[config.mk]
export PLATFORM = sky130hd
export DESIGN_NAME = uart_rx_fifo
export DESIGN_NICKNAME = d
export VERILOG_FILES = /design/src/rtl/uart_rx_fifo.sv
export SDC_FILE = /design/constraint.sdc
export NUM_CORES = 1
export LEC_CHECK = 0
export ABC_AREA = 1
export CORE_UTILIZATION = 45
export DETAILED_ROUTE_END_ITERATION = 8
export SLEW_MARGIN = 10
export SYNTH_ARGS = -nofsm -noshare
export SYNTH_HDL_FRONTEND = slang
export SYNTH_SLANG_ARGS = --single-unit
[constraint.sdc]
create_clock -name clk_i -period 5 [get_ports clk_i]
set_input_delay 1 -clock clk_i [delete_from_list [all_inputs] [get_ports clk_i]]
set_output_delay 1 -clock clk_i [all_outputs]
set_load 0.02 [all_outputs]
[src/rtl/uart_rx_fifo.sv]
// uart_rx_fifo: show-ahead receive FIFO for a UART receiver.
// Each entry is a character, masked to DATA_BITS, plus a frame-error tag.
// If the FIFO is full, a push without a matching pop is dropped and the
// sticky overrun flag is raised.
module uart_rx_fifo #(
    parameter int DATA_BITS = 7,
    parameter int DEPTH     = 8
) (
    input  logic                       clk_i,
    input  logic                       rst_ni,
    input  logic [7:0]                 char_i,
    input  logic                       valid_i,
    input  logic                       frame_error_i,
    input  logic                       ready_i,
    output logic [7:0]                 data_o,
    output logic                       ferr_o,
    output logic                       valid_o,
    output logic [$clog2(DEPTH+1)-1:0] count_o,
    output logic                       overrun_o,
    input  logic                       clr_overrun_i
);

    localparam int PTR_W = $clog2(DEPTH);
    localparam int CNT_W = $clog2(DEPTH+1);
    localparam int ENT_W = DATA_BITS + 1;   // {ferr, char}

    // Storage is never reset. Discarding entries only needs the pointers
    // and the count cleared.
    logic [ENT_W-1:0] mem [DEPTH];

    logic [PTR_W-1:0] wr_ptr_q, wr_ptr_d;
    logic [PTR_W-1:0] rd_ptr_q, rd_ptr_d;
    logic [CNT_W-1:0] count_q, count_d;
    logic             overrun_q, overrun_d;

    logic             push_req;
    logic             pop_en;
    logic             push_en;
    logic             full;
    logic             drop;
    logic [ENT_W-1:0] wr_entry;
    logic [ENT_W-1:0] head_entry;

    // A single push happens when either strobe is high. A frame error wins
    // the tag, so valid_i together with frame_error_i gives one entry with ferr=1.
    assign push_req = valid_i | frame_error_i;
    assign full     = (count_q == CNT_W'(DEPTH));
    assign pop_en   = valid_o & ready_i;
    // When the FIFO is full, a push is accepted only if a pop frees the head slot
    // on the same edge.
    assign push_en  = push_req & (~full | pop_en);
    assign drop     = push_req & full & ~pop_en;
    assign wr_entry = {frame_error_i, char_i[DATA_BITS-1:0]};

    // Next-state logic for the pointers, the occupancy count and the sticky overrun flag
    always_comb begin
        wr_ptr_d  = wr_ptr_q;
        rd_ptr_d  = rd_ptr_q;
        count_d   = count_q;
        overrun_d = overrun_q;

        if (push_en) begin
            wr_ptr_d = wr_ptr_q + PTR_W'(1);
        end
        if (pop_en) begin
            rd_ptr_d = rd_ptr_q + PTR_W'(1);
        end

        if (push_en && !pop_en) begin
            count_d = count_q + CNT_W'(1);
        end else if (pop_en && !push_en) begin
            count_d = count_q - CNT_W'(1);
        end

        // If a drop and a clear occur on the same edge, the drop wins and the flag stays set.
        if (drop) begin
            overrun_d = 1'b1;
        end else if (clr_overrun_i) begin
            overrun_d = 1'b0;
        end
    end

    // Control state register with asynchronous reset
    always_ff @(posedge clk_i or negedge rst_ni) begin
        if (!rst_ni) begin
            wr_ptr_q  <= '0;
            rd_ptr_q  <= '0;
            count_q   <= '0;
            overrun_q <= 1'b0;
        end else begin
            wr_ptr_q  <= wr_ptr_d;
            rd_ptr_q  <= rd_ptr_d;
            count_q   <= count_d;
            overrun_q <= overrun_d;
        end
    end

    // Storage write. Gating on rst_ni blocks writes while reset is asserted.
    always_ff @(posedge clk_i) begin
        if (push_en && rst_ni) begin
            mem[wr_ptr_q] <= wr_entry;
        end
    end

    // Show-ahead read: the head entry comes straight from storage and is
    // forced to zero when the FIFO is empty
    always_comb begin
        head_entry = '0;
        if (valid_o) begin
            head_entry = mem[rd_ptr_q];
        end
    end

    assign valid_o   = (count_q != '0);
    assign data_o    = 8'(head_entry[DATA_BITS-1:0]);
    assign ferr_o    = head_entry[DATA_BITS];
    assign count_o   = count_q;
    assign overrun_o = overrun_q;

endmodule

=== Word level (Yosys, flattened, before mapping) ===
Memory sizes are Yosys's and may differ from the RTL's.
Index checks and enable logic that the tools add are counted.

* Input bits: 14
* Flip-flop bits (word level): 11
* Memory bits (writable): 64
* Memories: 1
* Word-level logic and storage cells: 33

{| class="wikitable"
|+ Memory list
! name !! words !! bits a word !! rd ports !! clocked after Yosys merged registers in !! wr ports !! RTL line !! RTL
|-
| mem || 8 || 8 || 1 || 0 || 1 || 29 || <nowiki>logic [ENT_W-1:0] mem [DEPTH];</nowiki>
|}

* Add/sub/neg operators: 4
* Bitwise operators: 8
* Equality and inequality tests: 1
* Reduce and logical (&&, ||, !) cells: 8
* Mux-type cells: 7

{| class="wikitable"
|+ Operators with widths
! cell !! count
|-
| $mux W4 || 2
|-
| $mux W8 || 1
|-
| $add A3 B1 Y3 const B || 2
|-
| $add A4 B1 Y4 const B || 1
|-
| $and A1 B1 Y1 || 4
|-
| $eq A4 B4 Y1 const B || 1
|-
| $mux W1 || 4
|-
| $reduce_bool A2 Y1 || 2
|-
| $reduce_bool A4 Y1 || 1
|-
| $sub A4 B1 Y4 const B || 1
|-
| $logic_and A1 B1 Y1 || 3
|-
| $logic_not A1 Y1 || 2
|-
| $not A1 Y1 || 2
|-
| $or A1 B1 Y1 || 2
|}

=== Depth between registers and ports, before layout ===
Gate-level depths: netlist of run 1.

* Word-level depth: 8
* Gate-level depth with buffers: 13
* Gate-level depth less buffers: 13

=== Least setup slack after synthesis of run 1 ===
Ideal clock, no wire load.

* Path kind: input -> register
* From: input port ready_i
* To: register count_q[3], in the netlist count_o[3]
* Stages on the path: 12
* Buffers on the path: 0
* Path slack: 2.441 ns
* Required time: 4.883 ns
* Data arrival time: 2.441 ns
* Cells stage by stage: nor2_1 > nand3_2 > nand2_2 > inv_2 > ha_1 > inv_1 > ha_1 > or2_2 > nand2_1 > nand2_1 > nand3_1 > nand2_1

* Longest elaborated chain between the ends: 6
* Elaborated cells on any way between the ends: 9
* Classes of those cells: 1 x mux; 3 x bitwise; 5 x reduce/logical

{| class="wikitable"
|+ Ends and longest elaborated chain
! what !! RTL line !! RTL
|-
| start: declaration || 14 || <nowiki>input logic ready_i,</nowiki>
|-
| $and A1 B1 Y1 * || 48 || <nowiki>assign pop_en = valid_o & ready_i;</nowiki>
|-
| $or A1 B1 Y1 || 51 || <nowiki>assign push_en = push_req & (~full | pop_en);</nowiki>
|-
| $and A1 B1 Y1 || 51 ||
|-
| $logic_not A1 Y1 || 71 || <nowiki>end else if (pop_en && !push_en) begin</nowiki>
|-
| $logic_and A1 B1 Y1 || 71 ||
|-
| $reduce_bool A2 Y1 (no source line) || - ||
|-
| end signal: assignment || 93 || <nowiki>count_q <= count_d;</nowiki>
|-
| end: declaration || 33 || <nowiki>logic [CNT_W-1:0] count_q, count_d;</nowiki>
|}

Every way passes the cells marked *; elsewhere a longest branch is shown, timed or not.
A chain may end at the register's enable or synchronous reset.

=== Final worst setup path of run 1 ===
* From: register rd_ptr_q[0]
* To: output port data_o[1]

* Longest elaborated chain between the ends: 2

{| class="wikitable"
|+ Ends and longest elaborated chain
! what !! RTL line !! RTL
|-
| start: declaration || 32 || <nowiki>logic [PTR_W-1:0] rd_ptr_q, rd_ptr_d;</nowiki>
|-
| start signal: assignment || 92 || <nowiki>rd_ptr_q <= rd_ptr_d;</nowiki>
|-
| $mem_v2 Z8 W8 || - ||
|-
| $mux W8 || 109 || <nowiki>if (valid_o) begin</nowiki>
|-
| end: declaration || 15 || <nowiki>output logic [7:0] data_o,</nowiki>
|}

Every way passes these cells.

==> summary.md, run 1 <==
| Metric | Value |
|---|---|
| Post-synth top area share | `54.6%` |
| Achievable Freq | `0.269 GHz` |
| Layout Cells excl Fill | `497` |
| WHS Path Cells | `2` |
| Fin crit share | `74.4%` |
| Cell Area, Synth | `3520 um^2` |
| Starting DRT DRC Count | `77` |
| Yosys warns | `0` |
| Clock sinks | `75` |
| HP Class | `reg -> reg` |
| Least-Margin Pin Slew | `992 ps` |
| Fillers | `696` |
| Max-slew headroom | `33.6%` |
| First-pass iteration count of the detailed router | `4` |
| Cell-by-cell trace of the critical path | `inv_4 -> nand2_1 -> nand3_1 -> nand3_1 -> nand2_1 -> nor2_1 -> clkdlybuf4s50_1` |
| # rows | `31` |
| Vias in the first global route | `2100` |
| CP startpoint kind | `flop` |
| Crit path kind | `reg -> out` |
| Placed wire-length estimate | `4.12 mm` |
| Final net count | `413` |
| PortBufs | `26` |
| Critical Path AT | `2720 ps` |
| GRT Overall Usage | `18.1%` |
| # resized after CTS | `0` |
| Hold Vio Cnt, Final | `0` |
| Final-report setup violation count | `0` |
| GPL Wtd Cong | `0.723` |
| Die Width | `90.4 um` |
| Reg area | `2200 um^2` |
| Htree depth | `3` |
| Power Density | `565 nW/um^2` |
| Register area share after synthesis | `62.4%` |
| Reg2Reg Depth | `11` |
| Worst Setup SP | `rd_ptr_q[0]` |
| CTS root buffer | `clkbuf_8` |
| Area of the multi-input gates | `920 um^2` |
| CTS Buf Count | `9` |
| Setup TNS | `0 ps` |
| Worst Skew | `6.43 ps` |
| Worst-Skew Late Latency | `340 ps` |
| IO Count | `29` |
| Initial antenna violation count | `0` |
| First-pass GRT wire length | `11.0 mm` |
| Worst hold path startpoint | `wr_ptr_q[0]` |
| Remaining DRCs | `0` |
| Maximum VDD drop | `0.000312 V` |
| Worst-path fanout max | `33` |
| Mapped Cells | `364` |
| WL/cell | `13.6 um` |
| Max_cap viols | `0` |
| WL final | `6.77 mm` |
| Top cells by area, synth | `edfxtp_1 55%, nand2_1 11%, dfrtp_1 7.8%` |
| RSZ-0062 raised after global routing | `false` |
| Seq cells post-synth | `75` |
| Lkg Pwr | `1.81 nW` |
| Worst-path clk slew | `70 ps` |
| Die Ht | `90.4 um` |
| TritonCTS clock tree | `done` |
| Overflow after GRT | `0` |
| Post-synth top area cell | `edfxtp_1` |
| Via count | `2309` |
| Worst setup EP type | `output port` |
| Area delta synth->final | `13.7%` |
| Pin count of the biggest net entering global routing | `34` |
| Final ANT Viol Nets | `0` |
| Vias per Instance | `4.65` |
| Max incr delay on CP | `860 ps` |
| Outcome | `complete, no violations` |
| Post-CTS setup buffers | `0` |
| Initial Utilization | `47.5%` |
| Tmin final | `3720 ps` |
| Die area | `8180 um^2` |
| Avg Cell Area, Syn | `9.67 um^2` |
| Post-synthesis cell type count | `24` |
| Origin of the critical flop-to-flop path | `count_o[0]` |
| Mapped Nets | `384` |
| Layout cells sized above 1 | `7.29%` |
| Core area | `7410 um^2` |
| Post-CTS Hold Buffers | `0` |
| Placed Cells | `481` |
| Diodes inserted | `0` |
| CP max-delay cell | `dfrtp_1` |
| Final max-slew violation count | `0` |
| CP required | `4000 ps` |
| Maximum clock insertion buffer count | `2` |
==> critical path: cells and delay by family, from the launching register on <==
| kind | cells | cell delay, ps |
|---|---|---|
| buffers and inverters | 2 | 960 |
| DFF | 1 | 860 |
| and+or+nand+nor | 5 | 550 |
==> path summary, 6_finish.rpt <==
path,endpoint,slack (ps)
max reg2reg,count_o[3],2560
max in group asynchronous,wr_ptr_q[0],3870
min in group asynchronous,overrun_o,960
min reg2reg,wr_ptr_q[0],530
min,wr_ptr_q[0],530
max,data_o[1],1280
==> layout by cell type (no fill, tap or decap), types with 5 or more instances in the layout <==
cell type	instances
dfrtp_1	11
buf_4	6
clkdlybuf4s50_1	26
nor2_1	27
ha_1	5
inv_1	72
edfxtp_1	64
nand2_1	103
nand3_1	45
clkbuf_8	9
==> synth_stat cells, drive strengths merged <==
| cell | number |
|---|---|
| xor2 | 1 |
| nor3 | 4 |
| xnor2 | 4 |
| ha | 5 |
| or2 | 1 |
| fa | 1 |
| nand2 | 105 |
| o22ai | 1 |
| dfrtp | 11 |
| nand3 | 46 |
| a21oi | 1 |
| inv | 75 |
| buf | 14 |
| edfxtp | 64 |
| o21ai | 2 |
| conb | 1 |
| nor2 | 28 |
==> through the flow <==
step	hold slack, ps	util [%]	cell area [um^2]	total power [mW]	setup WS [ps]
6_report	526	54.0	4000	2.26	1280
5_1_grt	561	54.0	4000	2.43	1130
4_1_cts	530	54.0	4000	2.28	1260
3_5_place_dp	513	51.7	3830	1.88	1610
3_3_place_gp	501	51.7	3830	1.87	1640
2_1_floorplan	477	-	3520	1.59	2440
==> per-layer routing <==
metal  vias to the layer above  GRT usage [%]  wire [um]
li1                       1194              -          -
met1                      1067           24.0       3020
met2                        38           30.0       3380
met3                        10           2.95        256
met4                         0           6.85        105
met5                         -              0          0
==> kinds of logic (layout without fill, tap and decap cells) <==
group                      count (synthesis)  in the layout  synth area share, %
xor gates and xnor gates                   5              5                 1.24
DFF                                       75             75                 62.4
buffers and inverters                     89            123                 11.4
and+or+nand+nor                          184            184                 21.8
AOI/OAI and AO/OA                          4              4                0.604
other                                      1              1                0.107
adders and majority gates                  6              6                 2.35
==> sequential cells by signal, indices dropped and copies added (netlist names) <==
name       cells
overrun_o      1
count_o        4
rd_ptr_q       3
mem           64
wr_ptr_q       3
==> area by class of cell <==
class                           count  area share (%)
Sequential cell                    75            54.9
Clock buffer                       10            3.19
Multi-Input combinational cell    200            23.0
Clock inverter                      6            1.06
Timing Repair Buffer               32            7.63
Tap cell                           99            3.10
Inverter                           75            7.10
==> where the power goes <==
group	leakage (nW)	switching, mW	total [mW]	internal [mW]
clock network	0.0822	0.218	0.398	0.180
registers	0.712	0.140	0.922	0.783
logic	1.01	0.552	0.939	0.386
total	1.81	0.910	2.26	1.35
(Power assumes the default switching activity.)
==> run 2, diff against run 1 <==
--- a/config.mk
+++ b/config.mk
@@ -8,6 +8,7 @@
 export ABC_AREA = 1
 export CORE_UTILIZATION = 45
 export DETAILED_ROUTE_END_ITERATION = 8
+export PLACE_DENSITY = 0.67
 export SLEW_MARGIN = 10
 export SYNTH_ARGS = -nofsm -noshare
 export SYNTH_HDL_FRONTEND = slang
==> constraint.sdc (replaced) <==
create_clock -name clk_i -period 3 [get_ports clk_i]
set_input_delay 0.6 -clock clk_i [delete_from_list [all_inputs] [get_ports clk_i]]
set_output_delay 0.6 -clock clk_i [all_outputs]
set_load 0.02 [all_outputs]
==> run 2 against run 1 <==
  * Hold slack worse by 24 ps
  * Clock skew grew 2.9 ps
  * Global-route usage fell by 0.82 points
  * Routed wire length shrank 0.66%
  * Die area unchanged
  * Sequential power rose by 59%
  * Cell count grew 1.8%
  * Worst setup slack worse by 1200 ps
  * Critical endpoint is now ferr_o
  * Largest power group unchanged
==> summary.md, run 2 (synthesized netlist as in run 1, its figures left out) <==
| Metric | Value |
|---|---|
| Final net count | `422` |
| Area of the multi-input gates | `920 um^2` |
| CTS Buf Count | `9` |
| Most used cell, CP | `nand2_1` |
| Achievable Freq | `0.347 GHz` |
| Vias in the first global route | `2109` |
| Hold Vio Cnt, Final | `0` |
| Post-CTS setup buffers | `0` |
| Layout cells sized above 1 | `9.58%` |
| First-pass GRT wire length | `10.5 mm` |
| GPL Wtd Cong | `0.762` |
| CP Buf/Inv Count | `1` |
| Via count | `2362` |
| Core area | `7410 um^2` |
| Final max-slew violation count | `0` |
| PortBufs | `26` |
| Most frequent cells in the layout | `103 x nand2_1, 72 x inv_1, 64 x edfxtp_1` |
| Power Density | `951 nW/um^2` |
| TritonCTS clock tree | `done` |
| CP required | `2400 ps` |
| Max incr delay on CP | `640 ps` |
| Final-report setup violation count | `0` |
| Final Util | `55.2%` |
| Area delta synth->final | `16.3%` |
| Worst Skew | `9.37 ps` |
| Vias per Instance | `4.67` |
| Worst Setup SP | `count_o[0]` |
| RSZ-0062 raised after global routing | `false` |
| Initial antenna violation count | `0` |
| Max_cap viols | `0` |
| Die area | `8180 um^2` |
| # rows | `31` |
| Clock sinks | `75` |
| IO Count | `29` |
| Initial Utilization | `47.5%` |
| Remaining DRCs | `0` |
| CP max-delay cell | `clkdlybuf4s50_1` |
| Placed wire-length estimate | `4.18 mm` |
| Worst-path clk slew | `70 ps` |
| Worst setup EP type | `output port` |
| Fin crit share | `96.2%` |
| Max-slew headroom | `54.7%` |
| Largest register FFs | `64` |
| Setup TNS | `0 ps` |
| Worst-Skew Late Latency | `350 ps` |
| Pin count of the biggest net entering global routing | `34` |
| CP startpoint kind | `flop` |
| Starting DRT DRC Count | `120` |
| Final ANT Viol Nets | `0` |
| Crit path kind | `reg -> out` |
| Htree depth | `3` |
| Outcome | `complete, no violations` |
| WL final | `6.72 mm` |
| Die Width | `90.4 um` |
| Cell-by-cell trace of the critical path | `nor2_2 -> nand2_1 -> nand2_1 -> nor2_1 -> clkdlybuf4s50_1` |
| Lkg Pwr | `1.86 nW` |
| FF-to-FF End | `count_o[3]` |
| Worst-path fanout max | `11` |
| Top reg by flops | `mem` |
| Maximum VDD drop | `0.000398 V` |
| WL/cell | `13.3 um` |
| Post-CTS Hold Buffers | `0` |
| Commonest non-fill, non-tap cell in the layout | `nand2_1` |
| Worst reg-to-reg setup slack | `450 ps` |
| Tmin final | `2880 ps` |
| Diodes inserted | `0` |
| Origin of the critical flop-to-flop path | `count_o[0]` |
| Overflow after GRT | `0` |
| Die Ht | `90.4 um` |
| First-pass iteration count of the detailed router | `4` |
| HP Class | `in -> async` |
| Delay-heaviest family, CP | `simple AND/OR/NAND/NOR gates` |
| Maximum clock insertion buffer count | `2` |
| GRT Overall Usage | `17.3%` |
| Reg area | `2200 um^2` |
| Critical Path AT | `2280 ps` |
| Reg2Reg Depth | `11` |
| CTS root buffer | `clkbuf_8` |
| Least-Margin Pin Slew | `679 ps` |
| Fillers | `658` |
[run 2: power by group]
| part | total [mW] | internal [mW] | switching (mW) | leakage [nW] |
|---|---|---|---|---|
| Clock | 0.753 | 0.384 | 0.369 | 0.0885 |
| Combinational | 1.67 | 0.679 | 0.992 | 1.06 |
| Sequential | 1.47 | 1.31 | 0.163 | 0.711 |
[run 2: per-stage QoR]
| step | total power [mW] | hold WS, ps | instance area [um^2] | worst slack (ps) | cells |
|---|---|---|---|---|---|
| after floorplan | 2.64 | 304 | 3520 | 841 | 364 |
| after global placement | 3.14 | 499 | 3900 | 214 | 490 |
| after detailed placement | 3.17 | 515 | 3900 | 187 | 490 |
| after CTS | 3.92 | 489 | 4090 | 17.2 | 506 |
| after global routing | 4.15 | 501 | 4090 | 54.5 | 506 |
| final | 3.89 | 502 | 4090 | 115 | 506 |
[run 2: worst reg2reg max path, stage by stage (launching register included)]
cell	delay, ps
dfrtp_1	470
nor2_2	90
nand2_1	430
nand2_1	240
ha_1	280
inv_1	140
ha_1	270
or2_2	310
nand2_1	70
nand2_1	40
nand3_1	60
nand2_1	50
[run 2: timing repair]
item,in CTS,in global routing
setup endpoints to repair,0,8
endpoints found under the hold margin,0,0
gates resized for setup,0,1
[run 2: layout make-up]
type,instances,share of cell area [%]
clock inverters,6,1.62
multi-input cells,200,22.5
inverters,75,6.94
well taps,99,3.03
clock buffers,10,3.12
flip-flops and latches,75,53.7
repair buffers,41,9.11
[run 2: metal layers]
layer	global-route usage, %	up-vias	wire, um
met3	3.70	21	246
met1	21.1	1073	3010
li1	-	1211	-
met2	27.7	57	3220
met5	0	-	0
met4	11.3	0	253
[run 2: how the worst max path moves through the flow]
stage,slack (ps),to,cells after the start
after floorplan,840,count_o[3],12
after global placement,210,count_o[3],13
after detailed placement,190,count_o[3],13
after CTS,20,ferr_o,7
after global routing,50,data_o[1],7
final,120,ferr_o,5
